$ cat config.mk
export PLATFORM = sky130hd
export DESIGN_NAME = mult_seq_assembler
export DESIGN_NICKNAME = d
export VERILOG_FILES = /design/src/rtl/mult_seq_assembler.sv
export SDC_FILE = /design/constraint.sdc
export NUM_CORES = 1
export LEC_CHECK = 0
export BUFFER_PORTS_ARGS = -buffer_cell sky130_fd_sc_hd__buf_2
export CAP_MARGIN = 10
export CORE_ASPECT_RATIO = 1.5
export CORE_MARGIN = 2
export CORE_UTILIZATION = 45
export DETAILED_ROUTE_END_ITERATION = 10
export GPL_ROUTABILITY_DRIVEN = 0
export PLACE_DENSITY = 0.63
export SLEW_MARGIN = 40
export SYNTH_ARGS = -nofsm -noshare
export SYNTH_HDL_FRONTEND = slang
export SYNTH_SLANG_ARGS = --single-unit
$ cat constraint.sdc
create_clock -name clk -period 3.05 [get_ports clk]
set_input_delay 0.61 -clock clk [delete_from_list [all_inputs] [get_ports clk]]
set_output_delay 0.61 -clock clk [all_outputs]
set_load 0.02 [all_outputs]
$ cat src/rtl/mult_seq_assembler.sv
// Sequencer/accumulator for the nibble-serial 8x8 multiplier: walks sel through the four
// nibble pairs, shift-adds each 2N-bit partial product into a 4N-bit result, pulses done.
module mult_seq_assembler #(
    parameter int NIBBLE_W = 4
) (
    input  logic                  clk,
    input  logic                  reset_n,
    input  logic                  start,
    input  logic [2*NIBBLE_W-1:0] pp,
    output logic [1:0]            sel,
    output logic [4*NIBBLE_W-1:0] product,
    output logic                  busy,
    output logic                  done
);

    localparam int PW = 4 * NIBBLE_W;

    // Encoding puts the nibble-select code in the low bits of the S-states and
    // uses bit 2 to mark the non-busy states, so sel/busy decode straight from state.
    typedef enum logic [2:0] {
        S00  = 3'b000,
        S01  = 3'b001,
        S10  = 3'b010,
        S11  = 3'b011,
        IDLE = 3'b100,
        FIN  = 3'b101
    } state_t;

    state_t          state_q, state_d;
    logic [PW-1:0]   product_q, product_d;
    logic [PW-1:0]   pp_ext;

    always_ff @(posedge clk) begin
        if (!reset_n) begin
            state_q   <= IDLE;
            product_q <= '0;
        end else begin
            state_q   <= state_d;
            product_q <= product_d;
        end
    end

    always_comb begin
        state_d   = state_q;
        product_d = product_q;
        pp_ext    = PW'(pp);
        case (state_q)
            IDLE: begin
                if (start) begin
                    product_d = '0;
                    state_d   = S00;
                end
            end
            S00: begin
                product_d = product_q + pp_ext;
                state_d   = S01;
            end
            S01: begin
                product_d = product_q + (pp_ext << NIBBLE_W);
                state_d   = S10;
            end
            S10: begin
                product_d = product_q + (pp_ext << NIBBLE_W);
                state_d   = S11;
            end
            S11: begin
                product_d = product_q + (pp_ext << (2 * NIBBLE_W));
                state_d   = FIN;
            end
            FIN:     state_d = IDLE;
            default: state_d = IDLE;
        endcase
    end

    assign sel     = state_q[2] ? 2'b00 : state_q[1:0];
    assign busy    = ~state_q[2];
    assign done    = (state_q == FIN);
    assign product = product_q;

endmodule

==> metrics.txt, run 1 <==
footprint of the multi-input gates=1540 um^2; clock root buffer master=clkbuf_8; worst hold start=product[3]$_SDFFE_PN0P_; Die W=~60 um; cell area after synthesis=1990 um^2; Antenna diodes=0; Initial Util=46.8%; DRT Pass-1 Iters=5; CP Launch Point=pp[0]; family with the most delay on the worst path=compound AO/OA/AOI/OAI gates; Setup crit end kind=flop; Slew Limit Fails=0; register bit total from synthesis=19; HPWL Detailed=around 4.5 mm; Residual DRC=0; slowest stage delay, CP=around 0.44 ns; CTS Buffer Depth=2; Critical Path RT=approximately 3.2 ns; GRT Resource Usage Total=roughly 25%; Tcrit/Tclk final=82.8%; starting DRC count in detailed routing=125; sequential standard cell area=380 um^2; WP buf/inv=1; # IOs=31; total grt overflow=0; vias=just over 2000; via-per-instance ratio=approximately 6.2; setup TNS=0 ns; vias in the first global route=1877; crit path time final=2.52 ns; H-tree levels=1; Mean Syn Cell Area=8.01 um^2; CTS tree=built; crit path max fanout=4; skew final=0.00832 ns; Cell variety after synth=54; Setup-failing EPs final=0; status=completed; Post CTS Setup Buffer Count=0; hold buffers post-CTS=0; Slew HR=approximately three fifths; P&R area growth vs syn=11.5%; initial antenna violation count=0; Cells after DPL=319; Tightest Pin Transition=0.610 ns; HP Class=flop to flop; row count=29; critical path startpoint category=primary input; final cell count without fillers=323; core area=4250 um^2; Hold Worst Slack=between 0.5 and 0.6 ns; CTS Sinks=19; Clock transition at path regs=about 0.09 ns; die area=4970 um^2; nets=315; post-CTS resize count=0; Peak VDD IR=0.283 mV; RR Startpoint=product[0]$_SDFFE_PN0P_; Ys Warns=0; Post-DRT Antenna Nets=0; Mapped Cells=248; Max Clock Freq=0.396 GHz; Seq/Total Area, Yosys=19.1%; pwr/cell area=385 nW/um^2; CP arrival=2.67 ns; crit path cell chain=buf_2 -> ha_1 -> fa_1 -> a211oi_2 -> nor2_1 -> o211ai_2 -> nor2_1 -> a2111oi_0 -> a21oi_1; first-pass GRT wire length=9.40 mm; PortBufs=30; fill count=441; Clk Latency, worst-skew pair=0.27 ns; Num CTS Buffers=3; RSZ-0062 raised after global routing=no; Routed Wire Length=~5.8 mm; Leak Pwr=approximately 1.1 nW; DIE HEIGHT=85.4 um; WL/cell=17.9 um; max_cap viols=0; Slowest-stage cell, CP=fa_1; largest net degree at the start of global routing=12; layout cells sized above 1=a little under a fifth; post-synthesis net count=285; Setup Crit Path Kind=primary input to flop; CP dominant cell by count=nor2_1; Final Hold Viols=0
[worst register-to-register path, cell delays in order, from the launching register on]
cell and delay (ns):
dfxtp_1 0.33, ha_1 0.23, fa_1 0.44, a211oi_2 0.29, nor2_1 0.12, o211ai_2 0.26, nor2_1 0.08, a2111oi_0 0.42
a21oi_1 0.07
[cells by family (layout without fill, tap and decap cells)]
family | after synthesis | count (layout) | synth area share (%)
buffers and inverters | 14 | 43 | 3.21
AND/OR/NAND/NOR | 76 | 76 | 18.5
adder cells (fa/ha/maj) | 26 | 26 | 17.5
XOR/XNOR | 16 | 16 | 7.05
multiplexers | 1 | 1 | 0.504
flip-flops | 19 | 19 | 19.1
AO/OA/AOI/OAI | 96 | 96 | 34.1
[synthesized netlist by cell type (all sizes together)]
| cell type | count | area share (%) |
|---|---|---|
| inv | 8 | 1.5 |
| a21o | 11 | 4.2 |
| a221oi | 1 | 0.44 |
| a22o | 2 | 0.88 |
| o211ai | 4 | 1.8 |
| o2111ai | 2 | 0.88 |
| clkbuf | 3 | 0.63 |
| o221a | 1 | 0.57 |
| dfxtp | 19 | 19 |
| o311ai | 1 | 0.44 |
| xor2 | 6 | 2.6 |
| nand2 | 20 | 4.2 |
| nor3 | 4 | 1.5 |
| a21boi | 1 | 0.38 |
| o22a | 1 | 0.44 |
| nand2b | 1 | 0.32 |
| o221ai | 2 | 0.88 |
| fa | 3 | 3.0 |
| a32oi | 1 | 0.44 |
| mux2i | 1 | 0.50 |
| buf | 3 | 1.1 |
| nor2 | 24 | 4.5 |
| ha | 23 | 14 |
| a21oi | 26 | 6.9 |
| o21bai | 2 | 0.76 |
| a2111oi | 1 | 0.44 |
| nand3 | 11 | 2.8 |
| a22oi | 6 | 2.3 |
| xnor2 | 10 | 4.4 |
| and3 | 5 | 1.6 |
| a31o | 1 | 0.44 |
| a31oi | 1 | 0.32 |
| o22ai | 2 | 0.63 |
| o21a | 4 | 1.5 |
| nor2b | 2 | 0.76 |
| and2 | 2 | 0.63 |
| nand4 | 4 | 1.3 |
| a211oi | 6 | 3.0 |
| a2bb2oi | 1 | 0.44 |
| a211o | 3 | 1.3 |
| or2 | 1 | 0.32 |
| or3 | 2 | 0.63 |
| a222oi | 3 | 1.5 |
| o21ai | 13 | 3.3 |
[per-layer routing]
metal	vias up	wire length (um)	track usage, %
met5	-	0	0
li1	1000	-	-
met1	926	2370	30.0
met3	12	300	2.90
met4	0	166	11.8
met2	75	2940	42.6
[final cells by class]
| cell class | instances | area share (%) |
|---|---|---|
| clock buffers | 3 | 1.86 |
| multi-input cells | 215 | 69.7 |
| inverters | 8 | 1.36 |
| well taps | 46 | 2.60 |
| repair buffers | 31 | 7.12 |
| flip-flops and latches | 19 | 17.2 |
| clock inverters | 1 | 0.226 |
[sequential cells by signal, indices dropped and copies added (netlist names)]
signal	cells
product	16
state_q	3
[power by group]
part	internal [mW]	leakage [nW]	switching (mW)
registers	0.272	0.155	0.0400
clock network	0.0913	0.0255	0.0989
logic	0.143	0.882	0.207
total	0.506	1.06	0.346
[layout by cell type (no fill, tap or decap), types with 2 or more instances in the layout]
| cell | Yosys | layout |
|---|---|---|
| o2111ai_1 | 2 | 2 |
| clkbuf_8 | 0 | 3 |
| a22oi_1 | 6 | 6 |
| and2_1 | 2 | 2 |
| a21oi_2 | 2 | 2 |
| buf_2 | 2 | 30 |
| a21o_1 | 11 | 11 |
| o221ai_1 | 2 | 2 |
| o21ai_0 | 11 | 11 |
| or3_1 | 2 | 2 |
| nand2_1 | 19 | 19 |
| a222oi_1 | 3 | 3 |
| a211o_1 | 3 | 3 |
| o21a_1 | 4 | 4 |
| and3_1 | 5 | 5 |
| inv_2 | 2 | 2 |
| a211oi_1 | 3 | 3 |
| o211ai_1 | 3 | 3 |
| ha_1 | 23 | 23 |
| xor2_1 | 6 | 6 |
| nor3_2 | 2 | 2 |
| dfxtp_1 | 19 | 19 |
| nor3_1 | 2 | 2 |
| a22o_1 | 2 | 2 |
| o21bai_1 | 2 | 2 |
| nand4_1 | 4 | 4 |
| a21oi_1 | 24 | 24 |
| fa_1 | 3 | 3 |
| xnor2_1 | 10 | 10 |
| a211oi_2 | 3 | 3 |
| nand3_1 | 11 | 11 |
| o21ai_1 | 2 | 2 |
| o22ai_1 | 2 | 2 |
| nor2_1 | 24 | 24 |
| inv_1 | 6 | 6 |
[through the flow]
stage	util, %	power (mW)	worst slack [ns]	instance area, um^2
2_1_floorplan	-	0.566	0.660	1990
3_3_place_gp	51.1	0.663	0.429	2170
3_5_place_dp	51.1	0.663	0.323	2170
4_1_cts	52.2	0.853	0.610	2210
5_1_grt	52.2	0.910	0.515	2210
6_report	52.2	0.852	0.525	2210
[final timing paths]
| check | to | slack, ns | depth (start not counted) |
|---|---|---|---|
| min reg2reg | product[3]$_SDFFE_PN0P_ | 0.52 | 2 |
| max | product[12]$_SDFFE_PN0P_ | 0.53 | 9 |
| max reg2reg | product[12]$_SDFFE_PN0P_ | 0.69 | 8 |
| min | product[3]$_SDFFE_PN0P_ | 0.52 | 2 |
No activity file was read; power rests on OpenSTA's default activity.
==> inputs of run 2 (changes only) <==
--- a/config.mk
+++ b/config.mk
@@ -12,7 +12,7 @@
 export CORE_UTILIZATION = 45
 export DETAILED_ROUTE_END_ITERATION = 10
 export GPL_ROUTABILITY_DRIVEN = 0
-export PLACE_DENSITY = 0.63
+export PLACE_DENSITY = 0.65
 export SLEW_MARGIN = 40
 export SYNTH_ARGS = -nofsm -noshare
 export SYNTH_HDL_FRONTEND = slang
==> constraint.sdc (replaced) <==
create_clock -name clk -period 2.05 [get_ports clk]
set_input_delay 0.41 -clock clk [delete_from_list [all_inputs] [get_ports clk]]
set_output_delay 0.41 -clock clk [all_outputs]
set_load 0.02 [all_outputs]
==> run 2 against run 1 <==
Effect of this change: global-route usage up 2.1 points; register-to-register slack worse by 0.67 ns; critical path depth down 2; via count up 13%; combinational power up 93%; non-clock buffer count up 53; first-iteration DRC count down 28%; sequential power up 43%; clock power up 52%; largest cell class unchanged; critical path type is now flop to flop; worst hold slack worse by 0.15 ns; count of clock-buffer cells in the layout unchanged.
==> metrics.txt, run 2 (synthesized netlist as in run 1, its figures left out) <==
Leak Pwr=1.34 nW; status=completed; Peak VDD IR=0.432 mV; Critical Path RT=2.19 ns; total grt overflow=0; row count=29; Slew HR=74.1%; commonest non-fill, non-tap cell in the layout=buf_4; Max Clock Freq=0.493 GHz; worst hold start=reset_n; Slew Limit Fails=0; HPWL Detailed=between 5 and 6 mm; setup TNS=0 ns; Setup Crit Path Kind=flop to flop; via-per-instance ratio=6.06; sw power=0.556 mW; CTS Sinks=19; combinational share of power=between 40% and 50%; crit path max fanout=4; R2R cell count=7; core area=around 4200 um^2; H-tree levels=1; critical path startpoint category=flop; P&R area growth vs syn=35.2%; first-pass GRT wire length=10.4 mm; Tcrit/Tclk final=99.0%; CTS tree=built; hold path cells=2; Clock transition at path regs=about 0.08 ns; RSZ-0062 raised after global routing=yes; internal reg-to-reg setup slack=0.02 ns; DIE HEIGHT=about 85 um; Tightest Pin Transition=between 0.3 and 0.4 ns; PortBufs=30; clock network power share=20.5%; internal power=about 0.85 mW; pwr/cell area=524 nW/um^2; GRT Resource Usage Total=26.9%; nets=368; crit path time final=2.03 ns; max_cap viols=0; Setup-failing EPs final=0; clock root buffer master=clkbuf_8; initial antenna violation count=0; CTS Buffer Depth=2; Setup crit end kind=flop; Clk Latency, worst-skew pair=0.27 ns; RR Startpoint=product[8]$_SDFFE_PN0P_; starting DRC count in detailed routing=90; vias in the first global route=between 2000 and 2500; Die W=58.3 um; Initial Util=between 40% and 50%; DRT Pass-1 Iters=4; final cell count without fillers=between 300 and 400; FF-to-FF End=product[12]$_SDFFE_PN0P_; skew final=0.0102 ns; Flop pwr share=31.7%; Num CTS Buffers=3; max reg flops=16; HP Class=primary input to flop; Final Hold Viols=0; Pwr Total=~1.4 mW; Antenna diodes=0; Sw Ratio=39.5%; # IOs=31; Post CTS Setup Buffer Count=0; vias=between 2000 and 2500; Final WS setup=0.0198 ns; WL/cell=around 17 um; CP arrival=2.17 ns; layout cells sized above 1=35.2%; die area=4970 um^2; Post-DRT Antenna Nets=0; Residual DRC=0; Cells after DPL=372; Routed Wire Length=6.53 mm; Setup WS pre-CTS=-0.209 ns; hold path endpoint=state_q[2]$_SDFFE_PN1P_; largest net degree at the start of global routing=12; hold buffers post-CTS=0; commonest non-fill, non-tap cells in the layout=buf_4, buf_2, nor2_1
## run 2: cell types whose count changed in the layout (fill, tap and decap cells not counted), sizes merged
cell,before,now
buf,31,84
## run 2: how the worst max path moves through the flow
stage / endpoint / start / slack [ns] / depth (start not counted)
6_report: product[12]$_SDFFE_PN0P_ / product[8]$_SDFFE_PN0P_ / 0.02 / 7
5_1_grt: product[12]$_SDFFE_PN0P_ / product[8]$_SDFFE_PN0P_ / -0.07 / 7
4_1_cts: product[12]$_SDFFE_PN0P_ / product[8]$_SDFFE_PN0P_ / 0.003 / 7
3_5_place_dp: product[12]$_SDFFE_PN0P_ / pp[0] / -0.21 / 8
3_3_place_gp: product[12]$_SDFFE_PN0P_ / pp[0] / -0.20 / 9
2_1_floorplan: product[12]$_SDFFE_PN0P_ / pp[0] / 0.004 / 8
## run 2: metrics by stage
step	hold slack [ns]	cell area, um^2	util, %
6_report	0.374	2690	63.3
5_1_grt	0.370	2690	63.3
4_1_cts	0.373	2650	62.4
3_5_place_dp	0.526	2600	61.3
3_3_place_gp	0.519	2600	61.3
2_1_floorplan	0.483	2010	-
## run 2: worst max-delay path, cell delays in order (launching register included)
cell and delay, ns:
dfxtp_2 0.36, ha_1 0.21, fa_1 0.40, a21o_1 0.19
a21oi_2 0.19, xnor2_1 0.13, a2111oi_2 0.36, a21oi_1 0.07
## run 2: timing repair
action / 4_1_cts / 5_1_grt
endpoints found under the setup margin: 1 / 7
endpoints found under the hold margin: 0 / 0
pin swaps: 0 / 2
resized for setup: 1 / 9
## run 2: cell type report
type,instances,area (um^2)
multi-input combinational,215,1600
fill,393,1560
tap,46,57.6
inverter,8,30.0
clock inverter,1,5.00
clock buffer,3,41.3
sequential,19,384
timing repair buffer,84,568
## run 2: power by group through the flow
stage                     Sequential [mW]  Combinational [mW]  Clock (mW)
after global placement              0.454               0.649           0
after detailed placement            0.454               0.655           0
final                               0.447               0.674       0.288
after floorplan                     0.493               0.353           0
after global routing                0.451               0.734       0.307
after CTS                           0.446               0.658       0.286
## run 2: per-layer routing
| layer | wire (um) | up-vias | share of wire, % | global-route usage, % |
|---|---|---|---|---|
| li1 | - | 1112 | - | - |
| met1 | 2500 | 1071 | 38 | 29.7 |
| met2 | 3590 | 73 | 55 | 51.7 |
| met3 | 220 | 22 | 3.4 | 2.29 |
| met4 | 215 | 0 | 3.3 | 8.88 |
| met5 | 0 | - | 0 | 0 |
==> inputs of run 3 (changes only) <==
--- a/config.mk
+++ b/config.mk
@@ -7,12 +7,12 @@
 export LEC_CHECK = 0
 export BUFFER_PORTS_ARGS = -buffer_cell sky130_fd_sc_hd__buf_2
 export CAP_MARGIN = 10
-export CORE_ASPECT_RATIO = 1.5
+export CORE_ASPECT_RATIO = 0.8
 export CORE_MARGIN = 2
 export CORE_UTILIZATION = 45
 export DETAILED_ROUTE_END_ITERATION = 10
 export GPL_ROUTABILITY_DRIVEN = 0
-export PLACE_DENSITY = 0.65
+export PLACE_DENSITY = 0.63
 export SLEW_MARGIN = 40
 export SYNTH_ARGS = -nofsm -noshare
 export SYNTH_HDL_FRONTEND = slang
==> constraint.sdc (replaced) <==
create_clock -name clk -period 2.4 [get_ports clk]
set_input_delay 0.48 -clock clk [delete_from_list [all_inputs] [get_ports clk]]
set_output_delay 0.48 -clock clk [all_outputs]
set_load 0.02 [all_outputs]
==> run 3 against run 2 <==
Effect of this change: flip-flop and latch count did not move; routed wire length down 12%; worst hold slack better by 0.060 ns; worst setup slack improved by 0.18 ns; clock power decreased by 15%; power fell by 22%; count of clock-buffer cells in the layout unchanged.
==> metrics.txt, run 3 (synthesized netlist as in run 1, its figures left out) <==
clock root buffer master=clkbuf_8; # IOs=31; sw power=0.444 mW; Num CTS Buffers=3; Antenna diodes=0; P&R area growth vs syn=17.4%; Die W=78.3 um; Peak VDD IR=0.209 mV; Tcrit/Tclk final=roughly nine tenths; CTS tree=built; CTS Sinks=19; Setup-failing EPs final=0; PortBufs=30; nets=approximately 330; Top Metal Used=met4; layout cells sized above 1=22.0%; critical path startpoint category=flop; Initial Util=a little under half; met2 routed WL=2.33 mm; WL/cell=16.6 um; Residual DRC=0; first-pass GRT wire length=about 9.6 mm; largest net degree at the start of global routing=12; Critical Path RT=~2.5 ns; Setup Crit Path Kind=flop to flop; row count=21; via-per-instance ratio=between 5 and 6; combinational share of power=approximately 42%; Slew Limit Fails=0; clock network power share=22.2%; core area=4200 um^2; WP buf/inv=0; Clk Latency, worst-skew pair=0.27 ns; RSZ-0062 raised after global routing=no; total grt overflow=0; vias in the first global route=approximately 1900; Leak Pwr=1.13 nW; Sw Ratio=40.2%; HP Class=primary input to flop; slowest stage delay, CP=0.40 ns; Tightest Pin Transition=0.583 ns; H-tree levels=1; family with the most delay on the worst path=compound AO/OA/AOI/OAI gates; CP dominant cell by count=a21oi_1; setup TNS=0 ns; met3 routed wirelength=525 um; post-CTS resize count=0; Final Hold Viols=0; Slowest-stage cell, CP=a2111oi_0; die area=4970 um^2; Clock transition at path regs=roughly 0.08 ns; pwr/cell area=472 nW/um^2; CP arrival=2.34 ns; internal power=approximately 0.66 mW; GRT Resource Usage Total=24.8%; vias=2073; commonest non-fill, non-tap cell in the layout=buf_2; initial antenna violation count=0; Flop pwr share=roughly 36%; hold buffers post-CTS=0; commonest non-fill, non-tap cells in the layout=buf_2, nor2_1, a21oi_1; DIE HEIGHT=63.4 um; max_cap viols=0; Metal-1 WL=between 2 and 3 mm; HPWL Detailed=~4.6 mm; max reg flops=16; Routed Wire Length=5.78 mm; skew final=0.00430 ns; Post CTS Setup Buffer Count=0; Slew HR=60.9%; status=completed; crit path cell chain=ha_1 -> fa_1 -> a21oi_1 -> o221a_2 -> o21a_1 -> nor2_1 -> a2111oi_0 -> a21oi_1; starting DRC count in detailed routing=136; DRT Pass-1 Iters=4; crit path max fanout=4; CTS Buffer Depth=2; Setup crit end kind=flop; crit path time final=2.20 ns; Post-DRT Antenna Nets=0; Max Clock Freq=0.455 GHz; Hold Worst Slack=0.433 ns
run 3: cell types whose count changed in the layout (fill, tap and decap cells not counted), sizes merged:
cell,delta
buf,-39
run 3: worst paths after layout:
kind	startpoint	end	slack [ns]	cells past startpoint
worst min-delay path	reset_n	state_q[2]$_SDFFE_PN1P_	0.43	2
worst min register to register	product[3]$_SDFFE_PN0P_	product[3]$_SDFFE_PN0P_	0.53	2
worst max-delay path	product[4]$_SDFFE_PN0P_	product[12]$_SDFFE_PN0P_	0.20	8
worst max register to register	product[4]$_SDFFE_PN0P_	product[12]$_SDFFE_PN0P_	0.20	8
run 3: layout make-up:
class,count,area [um^2]
fill,431,1870
multi-input combinational,215,1540
sequential,19,380
timing repair buffer,45,263
tap,57,71.3
clock buffer,3,41.3
inverter,8,30.0
clock inverter,1,5.00
run 3: power by group through the flow:
stage / registers (mW) / clock network (mW) / logic, mW
4_1_cts: 0.392 / 0.248 / 0.464
3_5_place_dp: 0.400 / 0 / 0.461
3_3_place_gp: 0.399 / 0 / 0.458
2_1_floorplan: 0.420 / 0 / 0.299
5_1_grt: 0.400 / 0.265 / 0.514
6_report: 0.394 / 0.244 / 0.464
run 3: stage by stage:
step                      total power, mW  cell area (um^2)  instances  setup slack [ns]  util (%)
after floorplan                     0.719              1990        248             0.140         -
after detailed placement            0.861              2290        344          -0.00479      54.4
after global routing                 1.18              2330        348            0.0915      55.5
after global placement              0.857              2290        344            0.0130      54.4
after CTS                            1.10              2330        348             0.258      55.5
final                                1.10              2330        348             0.202      55.5
run 3: layer usage:
metal	vias to the layer above	GRT usage [%]
li1	1029	-
met1	964	37.0
met2	76	36.2
met3	4	6.02
met4	0	4.39
met5	-	0
